===== config.mk =====
export PLATFORM = sky130hd
export DESIGN_NAME = dmem_ctrl
export DESIGN_NICKNAME = d
export VERILOG_FILES = /design/src/rtl/dmem_pkg.sv /design/src/rtl/dmem_lane.sv /design/src/rtl/dmem_ctrl.sv
export SDC_FILE = /design/constraint.sdc
export NUM_CORES = 1
export LEC_CHECK = 0
export ABC_CLOCK_PERIOD_IN_PS = 4100
export CORE_AREA = 2 2 145 147
export CTS_BUF_LIST = sky130_fd_sc_hd__clkbuf_4
export CTS_CLUSTER_DIAMETER = 80
export DETAILED_ROUTE_END_ITERATION = 8
export DIE_AREA = 0 0 147 149
export GPL_TIMING_DRIVEN = 0
export PLACE_DENSITY_LB_ADDON = 0.25
export SLEW_MARGIN = 40
export SYNTH_ARGS = -nofsm -noshare
export SYNTH_HDL_FRONTEND = slang
export SYNTH_SLANG_ARGS = --single-unit

===== constraint.sdc =====
create_clock -name clk -period 4.1 [get_ports clk]
set_clock_uncertainty 0.05 [all_clocks]
set_input_delay 0.41 -clock clk [delete_from_list [all_inputs] [get_ports clk]]
set_output_delay 0.41 -clock clk [all_outputs]
set_load 0.05 [all_outputs]

===== src/rtl/dmem_pkg.sv =====
// Shared types and helpers for the data-memory controller.
// State encoding, funct3 constants, lane pickers and access checks.
package dmem_pkg;

   typedef enum logic [1:0] {
      S_IDLE,
      S_ACCESS,
      S_MERGE,
      S_DONE
   } state_t;

   localparam logic [2:0] F3_B  = 3'b000;
   localparam logic [2:0] F3_H  = 3'b001;
   localparam logic [2:0] F3_W  = 3'b010;
   localparam logic [2:0] F3_BU = 3'b100;
   localparam logic [2:0] F3_HU = 3'b101;

   function automatic logic [7:0] pick_byte(
      input logic [31:0] w,
      input logic [1:0]  off
   );
      return w[8*off +: 8];
   endfunction

   function automatic logic [15:0] pick_half(
      input logic [31:0] w,
      input logic        hi
   );
      return hi ? w[31:16] : w[15:0];
   endfunction

   // Rejects misaligned, illegal-width and out-of-range accesses.
   function automatic logic access_err(
      input logic        we,
      input logic [2:0]  f3,
      input logic [31:0] addr,
      input logic [31:0] words
   );
      logic bad_f3;
      logic mis;
      logic range;
      bad_f3 = (f3 == 3'b011) || (f3 == 3'b110) ||
               (f3 == 3'b111) || (we && f3[2]);
      mis    = ((f3 == F3_H || f3 == F3_HU) && addr[0]) ||
               ((f3 == F3_W) && (addr[1:0] != 2'b00));
      range  = {2'b00, addr[31:2]} >= words;
      return bad_f3 || mis || range;
   endfunction

endpackage


===== src/rtl/dmem_lane.sv =====
// Byte/halfword lane logic for the data-memory controller.
// Load extract with sign/zero extension and store merge.
module dmem_lane
   import dmem_pkg::*;
(
   input  logic [31:0] word,
   input  logic [1:0]  off,
   input  logic [2:0]  funct3,
   input  logic [31:0] wdata,
   output logic [31:0] load_data,
   output logic [31:0] merge_data
);

   logic [7:0]  b;
   logic [15:0] h;

   assign b = pick_byte(word, off);
   assign h = pick_half(word, off[1]);

   // Select and extend the addressed lane for loads.
   always_comb begin
      load_data = word;
      case (funct3)
         F3_B:    load_data = {{24{b[7]}}, b};
         F3_BU:   load_data = {24'h0, b};
         F3_H:    load_data = {{16{h[15]}}, h};
         F3_HU:   load_data = {16'h0, h};
         default: load_data = word;
      endcase
   end

   // Replace the addressed lane of the old word with store data.
   always_comb begin
      merge_data = word;
      case (funct3[1:0])
         2'b00:   merge_data[8*off +: 8] = wdata[7:0];
         2'b01:   merge_data[16*off[1] +: 16] = wdata[15:0];
         default: merge_data = wdata;
      endcase
   end

endmodule


===== src/rtl/dmem_ctrl.sv =====
// Two-port round-robin data-memory controller.
// One access in flight; sub-word stores use read-modify-write.
module dmem_ctrl
   import dmem_pkg::*;
#(
   parameter int MEM_WORDS = 1000
) (
   input  logic        clk,
   input  logic        rst,
   input  logic        r0_req,
   input  logic        r0_we,
   input  logic [2:0]  r0_funct3,
   input  logic [31:0] r0_addr,
   input  logic [31:0] r0_wdata,
   output logic        r0_gnt,
   output logic        r0_rvalid,
   output logic [31:0] r0_rdata,
   output logic        r0_err,
   input  logic        r1_req,
   input  logic        r1_we,
   input  logic [2:0]  r1_funct3,
   input  logic [31:0] r1_addr,
   input  logic [31:0] r1_wdata,
   output logic        r1_gnt,
   output logic        r1_rvalid,
   output logic [31:0] r1_rdata,
   output logic        r1_err,
   output logic [31:0] mem_addr,
   output logic [31:0] mem_data_write,
   output logic        mem_enable,
   output logic        mem_read_write,
   input  logic [31:0] mem_data_read
);

   localparam logic [31:0] WORDS = 32'(MEM_WORDS);

   state_t      state;
   state_t      state_nx;
   logic        rr_ptr;
   logic        owner;
   logic        we_q;
   logic [2:0]  f3_q;
   logic [31:0] addr_q;
   logic [31:0] wdata_q;
   logic        err_q;
   logic [31:0] resp_q;
   logic [31:0] merge_q;

   logic        any;
   logic        sel;
   logic        grant;
   logic        g_we;
   logic [2:0]  g_f3;
   logic [31:0] g_addr;
   logic [31:0] g_wdata;
   logic        g_err;
   logic        word_st;
   logic        done;
   logic [31:0] lane_word;
   logic [31:0] load_data;
   logic [31:0] merge_data;

   // Round-robin winner selection and granted request fields.
   always_comb begin
      any     = r0_req | r1_req;
      sel     = rr_ptr ? r1_req : ~r0_req;
      grant   = (state == S_IDLE) && any && !rst;
      g_we    = sel ? r1_we     : r0_we;
      g_f3    = sel ? r1_funct3 : r0_funct3;
      g_addr  = sel ? r1_addr   : r0_addr;
      g_wdata = sel ? r1_wdata  : r0_wdata;
      g_err   = access_err(g_we, g_f3, g_addr, WORDS);
   end

   assign r0_gnt  = grant & ~sel;
   assign r1_gnt  = grant & sel;
   assign word_st = we_q && (f3_q[1:0] == 2'b10);

   assign lane_word = (state == S_MERGE) ? merge_q : mem_data_read;

   dmem_lane u_lane (
      .word       (lane_word),
      .off        (addr_q[1:0]),
      .funct3     (f3_q),
      .wdata      (wdata_q),
      .load_data  (load_data),
      .merge_data (merge_data)
   );

   // State register.
   always_ff @(posedge clk) begin
      if (rst) state <= S_IDLE;
      else     state <= state_nx;
   end

   // Next state and memory strobes; reset blocks any write.
   always_comb begin
      state_nx       = state;
      mem_enable     = 1'b0;
      mem_read_write = 1'b0;
      mem_data_write = 32'h0;
      unique case (state)
         S_IDLE: begin
            if (grant) state_nx = g_err ? S_DONE : S_ACCESS;
         end
         S_ACCESS: begin
            mem_enable     = 1'b1;
            mem_read_write = word_st;
            mem_data_write = word_st ? wdata_q : 32'h0;
            state_nx       = (we_q && !word_st) ? S_MERGE : S_DONE;
         end
         S_MERGE: begin
            mem_enable     = 1'b1;
            mem_read_write = 1'b1;
            mem_data_write = merge_data;
            state_nx       = S_DONE;
         end
         S_DONE: begin
            state_nx = S_IDLE;
         end
      endcase
      if (rst) begin
         mem_enable     = 1'b0;
         mem_read_write = 1'b0;
         mem_data_write = 32'h0;
      end
   end

   // Request latch, arbitration pointer and response capture.
   always_ff @(posedge clk) begin
      if (rst) begin
         rr_ptr  <= 1'b0;
         owner   <= 1'b0;
         we_q    <= 1'b0;
         f3_q    <= 3'b000;
         addr_q  <= 32'h0;
         wdata_q <= 32'h0;
         err_q   <= 1'b0;
         resp_q  <= 32'h0;
         merge_q <= 32'h0;
      end else begin
         if (grant) begin
            owner   <= sel;
            rr_ptr  <= ~sel;
            we_q    <= g_we;
            f3_q    <= g_f3;
            addr_q  <= g_addr;
            wdata_q <= g_wdata;
            err_q   <= g_err;
            resp_q  <= 32'h0;
         end
         if (state == S_ACCESS) begin
            merge_q <= mem_data_read;
            if (!we_q) resp_q <= load_data;
         end
      end
   end

   assign mem_addr  = {2'b00, addr_q[31:2]};
   assign done      = (state == S_DONE);
   assign r0_rvalid = done & ~owner;
   assign r1_rvalid = done & owner;
   assign r0_rdata  = r0_rvalid ? resp_q : 32'h0;
   assign r1_rdata  = r1_rvalid ? resp_q : 32'h0;
   assign r0_err    = r0_rvalid & err_q;
   assign r1_err    = r1_rvalid & err_q;

endmodule


==> results of run 1 <==
==> path summary, 6_finish.rpt <==
path | to | slack [ps] | cells after the start
worst max register to register | resp_q[3] | 1340 | 9
worst min register to register | resp_q[0] | 420 | 2
worst max-delay path | mem_data_write[31] | 90 | 10
worst min-delay path | resp_q[0] | 420 | 2
==> power breakdown <==
part	total, mW	switching, mW	internal (mW)
Sequential	2.05	0.331	1.71
Clock	1.01	0.521	0.493
Combinational	4.66	2.93	1.73
Total	7.72	3.78	3.94
==> worst max-delay path, delay by kind of cell, from the launching register on <==
| kind | cells | cell delay, ps |
|---|---|---|
| buf+inv | 6 | 1690 |
| compound gates | 2 | 480 |
| flops | 1 | 340 |
| simple gates | 1 | 350 |
| fa+ha+maj | 1 | 160 |
==> per-layer routing <==
metal	vias to the layer above	GRT usage (%)	routed length, um	share of wire [%]
li1	4769	-	-	-
met1	4576	39.22	14010	40
met2	553	51.06	16350	47
met3	91	8.012	3467	9.9
met4	0	11.20	1161	3.3
met5	-	0	0	0
==> sequential cells by signal, summed over array words and instances, names as in the netlist <==
name     count
owner        1
addr_q      32
rr_ptr       1
resp_q      32
err_q        1
wdata_q     32
merge_q     32
we_q         1
state        2
f3_q         3
==> cell usage in the layout, fill, tap and decap left out, types with 26 or more instances in the layout <==
master,netlist,routed
buf_4,33,36
o21ai_0,53,53
buf_2,23,33
nand2_1,50,50
a211oi_1,82,82
nor2_1,137,137
a21oi_1,89,89
mux2i_1,119,119
o22ai_1,26,26
and3_1,33,33
clkdlybuf4s50_1,0,273
dfxtp_1,137,136
clkbuf_1,75,72
and2_1,40,40
==> final cells by class <==
type	count	area (um^2)	share of cell area [%]
clock buffers	19	142.6	1.123
clock inverters	12	173.9	1.369
plain buffers	147	723.2	5.693
diodes	1	2.502	0.01970
inverters	12	46.29	0.3645
repair buffers	305	2987	23.51
well taps	275	344.1	2.709
multi-input cells	831	5537	43.59
flip-flops and latches	137	2746	21.62
==> cells by family after synthesis <==
| family | Yosys count | share of synthesized area [%] |
|---|---|---|
| AOI/OAI and AO/OA | 357 | 26.27 |
| buffers and inverters | 160 | 8.436 |
| other | 1 | 0.04159 |
| and+or+nand+nor | 320 | 17.08 |
| DFF | 137 | 30.41 |
| adders and majority gates | 10 | 1.388 |
| muxes | 142 | 16.37 |
==> what timing repair did <==
item,CTS,global route
setup endpoints to repair,32,32
gates resized for setup,101,26
pin swaps,0,1
==> reports/results.txt, run 1 <==
Rows: 53
vias in the first global route: 9386
Hold Crit Start: resp_q[0]
Core Box Area: 0.02056 mm^2
Post-Syn Area: 0.009017 mm^2
CP max stage delay: 570 ps
fin crit period: 4014 ps
most frequent CP cell: buf_2
total wire length: 34.99 mm
critical path class: reg -> out
final net count: 1633
TritonCTS buffer count: 17
crit share post-route: 97.90%
pwr/cell area: 607.4 mW/mm^2
number of synthesized flops with an enable pin: 0
first-pass iteration count of the detailed router: 5
hold buffer count at CTS: 0
clk_lat worst skew: 550 ps
detailed-route via count: 9989
Synth async-reset ratio: 0%
data arrival time of the critical path: 3550 ps
Setup WS post-layout: 86.13 ps
GRT Util Overall: 30.91%
placed cells: 1708
Post-synth top flop: dfxtp_1
Post-CTS Repair Setup Buffers: 0
Worst EP required: 3640 ps
hpwl dp: 27.48 mm
global-route wire length before repair: 52.85 mm
reg-to-reg startpoint: state[0]
leading area contributor after synthesis: dfxtp_1
Hold Vio Cnt, Final: 0
Finish-stage setup viols: 0
synthesized flop and latch total: 137
Layout Cells excl Fill: 1739
status: completed
CTS Buffer Depth: 2
Iteration-0 DRC Markers: 1018
Cell variety after synth: 58
layout cells sized above 1: 10.12%
worst-path fanout max: 10
Post-Synthesis Mean Instance Area: 8.001 um^2
Chip Width: 147 um
final core utilization: 61.79%
placed cell areas: 0.01242 mm^2
Mapped Cells: 1127
worst hold margin: 422.7 ps
Die Height: 149 um
slowest CP cell: clkdlybuf4s15_1
# IOs: 308
post-DR wirelength/cell: 20.12 um
Num Clock Sinks: 137
crit path capture type: output pin
Layout Area Growth over Synthesis: 40.86%
Synth top cells by count: dfxtp_1, nor2_1, mux2i_1, a21oi_1, a211oi_1
# port buffers: 305
initial core utilization: 43.86%
final slew viol count: 0
actual slew at the worst max-slew pin: 771.8 ps
Routed Antenna Nets: 0
RePlAce Congestion: 0.9752
total power draw: 7.716 mW
CTS tree: yes
Max Fclk: 0.2491 GHz
initial antenna violation count: 1
H-tree depth: 4
root buffer selected by CTS: clkbuf_4
min-delay worst type: reg -> reg
# DRC: 0
Post-Layout Inst Area: 0.01270 mm^2
Slew HR: 48.55%
synth top area cells: dfxtp_1, mux2i_1, a211oi_1
GR Overflow Total: 0
clock-pin slew on the worst setup and hold paths: 110 ps
CP Launch Point: state[0]
max-cap violation count: 0
Leak: 4.896 nW
Worst VDD drop: 0.0003692 V
Synth top area share: 30.41%
sequential fraction of the synthesis area: 30.41%
Cell Chain, Critical Path: inv_1 -> ha_1 -> buf_2 -> buf_2 -> inv_1 -> nor2_1 -> buf_2 -> a21oi_1 -> o21ai_0 -> clkdlybuf4s15_1
RSZ-0062 raised after global routing: true
worst slack at placement: -644.8 ps
Filler cells: 1940
largest net degree at the start of global routing: 17
final setup TNS: 0 ps
Setup crit start kind: register
Vias/cell: 5.744
synth warn: 0
full die area: 0.02190 mm^2
Note: power is estimated with default switching activity, not from simulation.
==> inputs of run 2 (changes only) <==
--- a/config.mk
+++ b/config.mk
@@ -6,13 +6,15 @@
 export NUM_CORES = 1
 export LEC_CHECK = 0
 export ABC_CLOCK_PERIOD_IN_PS = 4100
-export CORE_AREA = 2 2 145 147
+export CORE_AREA = 5 5 148 150
 export CTS_BUF_LIST = sky130_fd_sc_hd__clkbuf_4
 export CTS_CLUSTER_DIAMETER = 80
 export DETAILED_ROUTE_END_ITERATION = 8
-export DIE_AREA = 0 0 147 149
+export DIE_AREA = 0 0 153 155
 export GPL_TIMING_DRIVEN = 0
 export PLACE_DENSITY_LB_ADDON = 0.25
+export REMOVE_ABC_BUFFERS = 1
+export SKIP_CTS_REPAIR_TIMING = 1
 export SLEW_MARGIN = 40
 export SYNTH_ARGS = -nofsm -noshare
 export SYNTH_HDL_FRONTEND = slang
==> run 2 against run 1 <==
Effect of this change:
- via count decreased by 7.4%
- largest cell class unchanged
- non-clock buffer count decreased by 119
- fmax increased by 0.11%
- combinational power decreased by 8.6%
- critical endpoint is now mem_data_write[10]
==> reports/results.txt, run 2 (synthesized netlist as in run 1, its figures left out) <==
# IOs: 308 (unchanged)
Leak: 5.229 nW (+6.8%)
clock-pin slew on the worst setup and hold paths: 120 ps (about the same)
first-pass iteration count of the detailed router: 7 (+2)
CTS Buffer Depth: 2 (unchanged)
fin crit period: 4010 ps (-4.359 ps)
Crit path buffers/inverters: 2 (-4)
NetSw: 3.538 mW (-6.4%)
Filler cells: 1886 (-2.8%)
RePlAce Congestion: 0.9216 (-5.5%)
delay-heaviest family, CP: simple AND/OR/NAND/NOR gates
Setup crit start kind: register
max-cap violation count: 0 (unchanged)
Net Sw Frac: 48.00% (-0.97 points)
Setup WS post-layout: 90.49 ps (+4.359 ps)
GRT Util Overall: 23.92% (-7.0 points)
initial antenna violation count: 2 (+1)
Iteration-0 DRC Markers: 644 (-37%)
Worst EP required: 3640 ps (about the same)
final net count: 1514 (-7.3%)
worst slack at placement: -655.2 ps (-10.43 ps)
Vias/cell: 5.705 (-0.68%)
global-route wire length before repair: 46.55 mm (-12%)
Finish-stage setup viols: 0 (unchanged)
Cell Chain, Critical Path: inv_1 -> ha_1 -> nand2b_2 -> nor2_4 -> nand3_1 -> a221oi_1 -> a21o_1 -> dlymetal6s2s_1
worst reg-to-reg path cell count: 8 (-1)
reg-to-reg startpoint: state[0]
Chip Width: 153 um (+4.1%)
Slew HR: 46.58% (-2.0 points)
Layout Area Growth over Synthesis: 39.57%
Routed Antenna Nets: 0 (unchanged)
TritonCTS buffer count: 17 (unchanged)
most common cell after layout, fill and taps aside: clkdlybuf4s50_1
Die Height: 155 um (+4.0%)
min-delay worst type: in -> reg
initial core utilization: 43.86% (unchanged)
Register Area: 0.002751 mm^2 (+0.18%)
worst-path fanout max: 24 (+14)
reg-to-reg setup timing slack: 1050 ps (-290 ps)
status: completed
H-tree depth: 4 (unchanged)
CTS tree: yes
clock share of power: 12.8% (-0.3 points)
# DRC: 0 (unchanged)
root buffer selected by CTS: clkbuf_4
actual slew at the worst max-slew pin: 801.4 ps (+29.60 ps)
multi-input logic area: 0.005660 mm^2 (+2.2%)
total wire length: 30.08 mm (-14%)
GR Overflow Total: 0 (unchanged)
clk_lat worst skew: 580 ps (+30 ps)
Layout Cells excl Fill: 1622 (-6.7%)
hpwl dp: 22.27 mm (-19%)
end point of the critical path: mem_data_write[10]
final slew viol count: 0 (unchanged)
worst reg2reg endpoint: resp_q[19]
Num Clock Sinks: 137 (unchanged)
crit share post-route: 97.79% (-0.11 points)
post-DR wirelength/cell: 18.54 um (-7.8%)
pwr/cell area: 585.6 mW/mm^2 (-3.6%)
critical path class: reg -> out
# port buffers: 305 (unchanged)
full die area: 0.02372 mm^2 (+8.3%)
data arrival time of the critical path: 3550 ps (about the same)
Comb pwr share: 57.8% (-2.5 points)
crit path capture type: output pin
CP Launch Point: state[1]
slowest CP cell: dfxtp_1
most frequent cells in the layout: clkdlybuf4s50_1, nor2_1, dfxtp_1
Max Fclk: 0.2494 GHz (+0.11%)
layout cells sized above 1: 8.178% (-1.9 points)
Core Box Area: 0.02056 mm^2 (unchanged)
largest net degree at the start of global routing: 89 (+72)
Worst VDD drop: 0.0003412 V (-7.6%)
internal power: 3.832 mW (-2.7%)
Hold Vio Cnt, Final: 0 (unchanged)
detailed-route via count: 9254 (-7.4%)
vias in the first global route: 8576 (-8.6%)
placed cells: 1580 (-7.5%)
Rows: 53 (unchanged)
CP max stage delay: 480 ps (-90 ps)
power share of the sequential group: 29.4% (+2.9 points)
Crit path depth: 8 (-2)
==> run 2: cell types whose count changed in the layout (fill, tap and decap cells not counted), moves of 4 or more <==
cell	delta
clkbuf_4	-5
buf_4	-26
dfxtp_1	-4
clkdlybuf4s15_2	-8
clkbuf_1	-72
buf_1	-15
buf_12	+4
buf_2	-29
buf_8	+7
clkinv_1	+4
dlygate4sd2_1	-7
dlymetal6s2s_1	+32
dfxtp_2	+4
==> run 2: final cells by class <==
cell class	count	area share, %
Antenna cell	2	0.03977
Clock inverter	15	1.243
Sequential cell	137	21.86
Timing Repair Buffer	333	27.75
Clock buffer	17	1.014
Inverter	12	0.3877
Tap cell	275	2.734
Multi-Input combinational cell	831	44.97
==> run 2: per-stage QoR <==
step	hold WS (ps)	total power, mW	utilization, %	area (um^2)	setup TNS [ps]
2_1_floorplan	380.0	5.054	-	8305	-334350
3_3_place_gp	409.8	6.356	56.93	11700	-724730
3_5_place_dp	417.5	6.389	59.07	12140	-12020
4_1_cts	124.8	7.335	60.45	12430	-32480
5_1_grt	174.9	7.855	61.22	12590	-6.577
6_report	143.9	7.370	61.22	12590	0
==> run 2: power by group through the flow <==
stage | clock, mW | combinational, mW | sequential [mW]
after global placement | 0 | 4.18 | 2.17
after CTS | 0.960 | 4.23 | 2.15
after global routing | 1.01 | 4.62 | 2.23
after floorplan | 0 | 2.66 | 2.39
after detailed placement | 0 | 4.21 | 2.18
final | 0.941 | 4.26 | 2.17
==> run 2: layer usage <==
metal / wire length [um] / part of all wire (%) / vias up / track usage, %
met5: 0 / 0 / - / 0
met4: 728 / 2.4 / 0 / 7.467
met3: 2227 / 7.4 / 48 / 5.675
met2: 14310 / 48 / 334 / 39.89
met1: 12810 / 43 / 4322 / 30.81
li1: - / - / 4550 / -
==> run 2: worst min path at each step <==
stage / end / startpoint / slack [ps] / cells past startpoint
floorplan: resp_q[3] / resp_q[3] / 380 / 2
global placement: err_q / err_q / 410 / 2
detailed placement: err_q / err_q / 420 / 2
CTS: merge_q[11] / rst / 120 / 2
global route: merge_q[29] / rst / 170 / 2
finish: merge_q[11] / rst / 140 / 2
==> inputs of run 3 (changes only) <==
--- a/config.mk
+++ b/config.mk
@@ -15,7 +15,7 @@
 export PLACE_DENSITY_LB_ADDON = 0.25
 export REMOVE_ABC_BUFFERS = 1
 export SKIP_CTS_REPAIR_TIMING = 1
-export SLEW_MARGIN = 40
+export SLEW_MARGIN = 20
 export SYNTH_ARGS = -nofsm -noshare
 export SYNTH_HDL_FRONTEND = slang
 export SYNTH_SLANG_ARGS = --single-unit
==> run 3 against run 2 <==
Effect of this change:
- via count is 0.36% higher
- sequential share of layout area hardly changed
- final cell count hardly changed
- sequential cell count stayed put
- register-to-register slack better by 80 ps
- wire length is 0.70% higher
- die area stayed put
- hold slack better by 42 ps
- clock power is 1% lower
- fmax is 0.31% higher
- core utilization is 0.073 points lower
- critical path depth is 1 higher
- largest cell class unchanged
- largest power group unchanged
- highest routed layer is now met5
==> reports/results.txt, run 3 (synthesized netlist as in run 1, its figures left out) <==
status: completed
met3 Usage GRT: 5.591% (-0.083 points)
Core Box Area: 0.02056 mm^2 (unchanged)
worst reg-to-reg path cell count: 8 (unchanged)
hpwl dp: 22.04 mm (-1.0%)
grt met1 use: 30.93% (+0.12 points)
Worst EP required: 3640 ps (about the same)
# IOs: 308 (unchanged)
initial antenna violation count: 4 (+2)
Num Clock Sinks: 137 (unchanged)
post-DR wirelength/cell: 18.66 um (+0.64%)
total power draw: 7.411 mW (+0.55%)
Layout Cells excl Fill: 1623 (+0.062%)
worst reg2reg endpoint: resp_q[23]
crit path capture type: output pin
final net count: 1515 (+0.066%)
CTS Buffer Depth: 2 (unchanged)
min-delay worst type: in -> reg
multi-input logic area: 0.005675 mm^2 (+0.27%)
Worst VDD drop: 0.0002664 V (-22%)
reg-to-reg setup timing slack: 1130 ps (+80 ps)
CP max stage delay: 840 ps (+360 ps)
Iteration-0 DRC Markers: 745 (+16%)
# DRC: 0 (unchanged)
RePlAce Congestion: 0.9216 (unchanged)
pwr/cell area: 589.5 mW/mm^2 (+0.67%)
clk_lat worst skew: 580 ps (about the same)
Slew HR: 27.96% (-19 points)
crit share post-route: 97.49% (-0.30 points)
placed cell areas: 0.01210 mm^2 (-0.36%)
global-route wire length before repair: 46.13 mm (-0.90%)
CP Launch Point: addr_q[1]
detailed-route via count: 9287 (+0.36%)
Max Fclk: 0.2502 GHz (+0.31%)
root buffer selected by CTS: clkbuf_4
Leak: 4.981 nW (-4.7%)
data arrival time of the critical path: 3540 ps (about the same)
first-pass iteration count of the detailed router: 6 (-1)
reg-to-reg startpoint: state[0]
fin crit period: 3997 ps (-12.41 ps)
Register Area: 0.002750 mm^2 (about the same)
most common cell after layout, fill and taps aside: clkdlybuf4s50_1
clock-pin slew on the worst setup and hold paths: 130 ps (about the same)
end point of the critical path: mem_data_write[16]
largest net degree at the start of global routing: 89 (unchanged)
Cell Chain, Critical Path: clkinvlp_4 -> ha_1 -> nor4bb_4 -> buf_4 -> a221oi_1 -> nor3_1 -> a21oi_1 -> nor2_1 -> clkdlybuf4s50_1
total wire length: 30.29 mm (+0.70%)
Routed Antenna Nets: 0 (unchanged)
final setup TNS: 0 ps (unchanged)
vias in the first global route: 8499 (-0.90%)
actual slew at the worst max-slew pin: 1079 ps (+278.0 ps)
GR Overflow Total: 0 (unchanged)
worst-path fanout max: 15 (-38%)
# port buffers: 305 (unchanged)
Die Height: 155 um (unchanged)
full die area: 0.02372 mm^2 (unchanged)
Filler cells: 1894 (+0.42%)
layout cells sized above 1: 9.064% (+0.89 points)
initial core utilization: 43.86% (unchanged)
busiest layer in global routing: met2
critical path class: reg -> out
Layout Area Growth over Synthesis: 39.41%
CTS tree: yes
Chip Width: 153 um (unchanged)
Finish-stage setup viols: 0 (unchanged)
most frequent cells in the layout: clkdlybuf4s50_1, nor2_1, dfxtp_1
Post-Layout Inst Area: 0.01257 mm^2 (-0.12%)
H-tree depth: 4 (unchanged)
GRT Util Overall: 23.78% (-0.14 points)
met2 GRT Util: 39.54% (-0.36 points)
TritonCTS buffer count: 17 (unchanged)
final slew viol count: 0 (unchanged)
slowest CP cell: clkdlybuf4s50_1
Setup WS post-layout: 102.9 ps (+12.41 ps)
max-cap violation count: 0 (unchanged)
Rows: 53 (unchanged)
placed cells: 1575 (-0.32%)
worst slack at placement: -1411 ps (-755.8 ps)
Vias/cell: 5.722 (+0.29%)
Setup crit start kind: register
Hold Vio Cnt, Final: 0 (unchanged)
==> run 3: cell type report <==
class,count,area share (%)
clock buffers,17,1.015
inverters,12,0.3882
flip-flops and latches,137,21.88
clock inverters,15,1.244
diodes,2,0.03981
well taps,275,2.737
multi-input cells,832,45.15
repair buffers,333,27.55
==> run 3: worst max-delay path, delay by kind of cell, from the launching register on <==
kind / cells / cell delay (ps)
and+or+nand+nor: 3 / 560
AOI/OAI and AO/OA: 2 / 150
DFF: 1 / 510
buffers and inverters: 3 / 1280
adders and majority gates: 1 / 450
==> run 3: where the power goes <==
group / total, mW / switching (mW) / internal, mW
clock: 0.929 / 0.604 / 0.325
combinational: 4.33 / 2.59 / 1.73
sequential: 2.15 / 0.438 / 1.72
==> run 3: how the worst min path moves through the flow <==
| stage | cells after the start | start | slack (ps) | end |
|---|---|---|---|---|
| floorplan | 2 | resp_q[3] | 380 | resp_q[3] |
| global placement | 2 | err_q | 410 | err_q |
| detailed placement | 2 | resp_q[0] | 420 | resp_q[0] |
| CTS | 2 | rst | 150 | merge_q[29] |
| global route | 2 | rst | 180 | merge_q[29] |
| finish | 2 | rst | 190 | merge_q[29] |
==> run 3: through the flow <==
stage          utilization [%]  hold WS (ps)
4_1_cts                  60.24         154.5
5_1_grt                  61.15         182.7
6_report                 61.15         186.2
3_3_place_gp             56.93         409.8
3_5_place_dp             58.86         416.4
2_1_floorplan                -         380.0
==> run 3: per-layer routing <==
layer  wire [um]  share of wire (%)
met5          34               0.11
met3        2709                8.9
met2       14460                 48
met4         610                2.0
met1       12480                 41
==> RTL change (settings of run 1) <==
Make the reset (`rst`) asynchronous in 2 clocked blocks.
--- a/src/rtl/dmem_ctrl.sv
+++ b/src/rtl/dmem_ctrl.sv
@@ -88,7 +88,7 @@
    );
 
    // State register.
-   always_ff @(posedge clk) begin
+   always_ff @(posedge clk or posedge rst) begin
       if (rst) state <= S_IDLE;
       else     state <= state_nx;
    end
@@ -127,7 +127,7 @@
    end
 
    // Request latch, arbitration pointer and response capture.
-   always_ff @(posedge clk) begin
+   always_ff @(posedge clk or posedge rst) begin
       if (rst) begin
          rr_ptr  <= 1'b0;
          owner   <= 1'b0;
Check against the original RTL: differs if rst is asserted again (counterexample within 4 cycles, from zero or initial values and one cycle with rst high); with rst held inactive, the same outputs for 4 cycles.
==> RTL change against run 1 <==
Area after synthesis up 0.14%. Routed wire length down 1.7%. Combinational power up 36%. Core utilization up 1.0 points. Cell area up 1.7%. Synthesized cell count down 9.1%. First-iteration DRC count down 22%. Via count down 5.6%. Total power up 27%. Setup slack worse by 0.019 ns. Sequential cell count unchanged. Cell count down 5.1%. Global-route usage up 0.28 points.
==> RTL change: results (changes against run 1) <==
* Tightest Pin Transition at 0.7111 ns (-0.06065 ns)
* Nets@finish at 1543 (-5.5%)
* DRT iter0 DRCs at 794 (-22%)
* Buffers on Ports at 305 (unchanged)
* Fillers at 1829 (-5.7%)
* Final GP Congestion at 0.9870 (+1.2%)
* Share of cells above drive strength 1 at 0.1456 (+0.04440)
* Worst r2r path cells at 9 (unchanged)
* Iteration count of the initial detailed-routing pass at 5 (unchanged)
* HP Class: input port to asynchronous set/reset pin
* Detail Placement HPWL at 27330 microns (-0.52%)
* Clock Tree Buf Depth at 2 (unchanged)
* Top_reg_cell synth: dfrtp_1
* Reg2reg end: resp_q[9]
* Largest net degree at the start of global routing at 26 (+9)
* Final Routed Wirelength at 34380 microns (-1.7%)
* Worst-skew pair later-pin latency at 0.61 ns (+0.06 ns)
* CP Max Fanout at 10 (unchanged)
* Vias in the first global route at 9226 (-1.7%)
* Slowest stage delay, CP at 0.49 ns (-0.08 ns)
* H-tree Lvls at 4 (unchanged)
* Clock-pin slew on the worst setup and hold paths at 0.16 ns (+0.05 ns)
* Leak Pwr at 5.553 nW (+13%)
* Seq/Total Area, Yosys at 0.3797 (+0.07551)
* Pins Over Slew Limit at 0 (unchanged)
* Top cells by count, synth: o21ai_0 (140), dfrtp_1 (137), nand2_1 (99), mux2i_1 (88), nor2_1 (59)
* Sw Ratio at 0.5235 (+0.03377)
* TritonCTS Buffers at 17 (unchanged)
* Ys async rst share at 1.000 (+1.000)
* RR Startpoint: state[0]
* GRT Total Usage at 0.3120 (+0.002808)
* Status: finished, final reports clean
* Worst vdd ir at 0.3896 mV (+5.5%)
* CP top delay family: buffers and inverters
* Antenna violations before repair at 1 (unchanged)
* Synth warn at 0 (unchanged)
* Hold slack at 0.03888 ns (-0.3838 ns)
* Synth area leaders: dfrtp_1 (38%), mux2i_1 (9.8%), o21ai_0 (7.8%)
* CP Data Arrival Time at 3.57 ns (+0.02 ns)
* First-pass GRT wire length at 52700 microns (-0.30%)
* Slowest CP cell: clkdlybuf4s15_1
* Root Driver: clkbuf_4
* Routed vias at 9427 (-5.6%)
* R2R setup slack at 1.15 ns (-0.19 ns)
* Post-synth cell types at 57 (-1.7%)
## RTL change: cell count changes after synthesis, sizes merged, moves of 29 or more
cell | before | now
dfrtp | 0 | 137
dfxtp | 137 | 0
o21ai | 54 | 141
nor2 | 137 | 59
a211oi | 83 | 14
nand2 | 50 | 99
a21oi | 89 | 47
mux2i | 119 | 89
mux2 | 21 | 50
## RTL change: final cells by class
class	instances	area, sq um	share of cell area
inverters	14	60.06	0.004650
flip-flops and latches	137	3428	0.2654
clock inverters	15	157.7	0.01221
multi-input cells	755	5040	0.3902
diodes	1	2.502	0.0001937
plain buffers	119	633.1	0.04902
repair buffers	317	3123	0.2418
well taps	275	344.1	0.02664
clock buffers	17	127.6	0.009881
## RTL change: cells by family after synthesis
family	Yosys count	synth area share
AOI/OAI and AO/OA	302	0.2070
buffers and inverters	134	0.07427
other	1	0.0004153
DFF	137	0.3797
muxes	139	0.1618
adders and majority gates	10	0.01386
and+or+nand+nor	302	0.1630
## RTL change: metrics by stage
stage	utilization	cell area, sq um	worst slack, ns	cells	TNS (ns)
after floorplan	-	9059	-0.03667	1026	-0.05074
after global placement	0.6059	12460	-2.836	1606	-301.04
after detailed placement	0.6131	12600	-0.1277	1613	-0.2496
after CTS	0.6278	12910	-0.03354	1644	-0.03354
after global routing	0.6283	12920	-0.007272	1650	-0.008233
final	0.6283	12920	0.06736	1650	0
## RTL change: how the worst max path moves through the flow
| stage | startpoint | to | slack (ns) | depth (start not counted) |
|---|---|---|---|---|
| after floorplan | rst | r0_gnt | -0.04 | 5 |
| after global placement | rst | r0_gnt | -2.84 | 7 |
| after detailed placement | addr_q[1] | mem_data_write[7] | -0.13 | 8 |
| after CTS | state[0] | mem_data_write[25] | -0.03 | 12 |
| after global routing | state[0] | mem_data_write[30] | -0.007 | 10 |
| final | state[0] | mem_data_write[6] | 0.07 | 11 |
## RTL change: power groups by stage
stage,Clock [mW],Sequential (mW),Combinational (mW)
2_1_floorplan,0,2.29,4.33
3_3_place_gp,0,2.47,6.09
3_5_place_dp,0,2.50,6.18
4_1_cts,0.946,2.48,6.21
5_1_grt,1.00,2.58,6.77
6_report,0.944,2.51,6.36
## RTL change: routing by layer
metal	up-vias	wire length [microns]	global-route usage
li1	4374	-	-
met1	4432	13420	0.3858
met2	535	16340	0.5261
met3	86	3406	0.08287
met4	0	1216	0.1178
met5	-	0	0
## RTL change: what timing repair did
| action | 4_1_cts | 5_1_grt |
|---|---|---|
| gates resized for setup | 52 | 57 |
| buffers inserted | 0 | 5 |
| endpoints found under the setup margin | 33 | 29 |
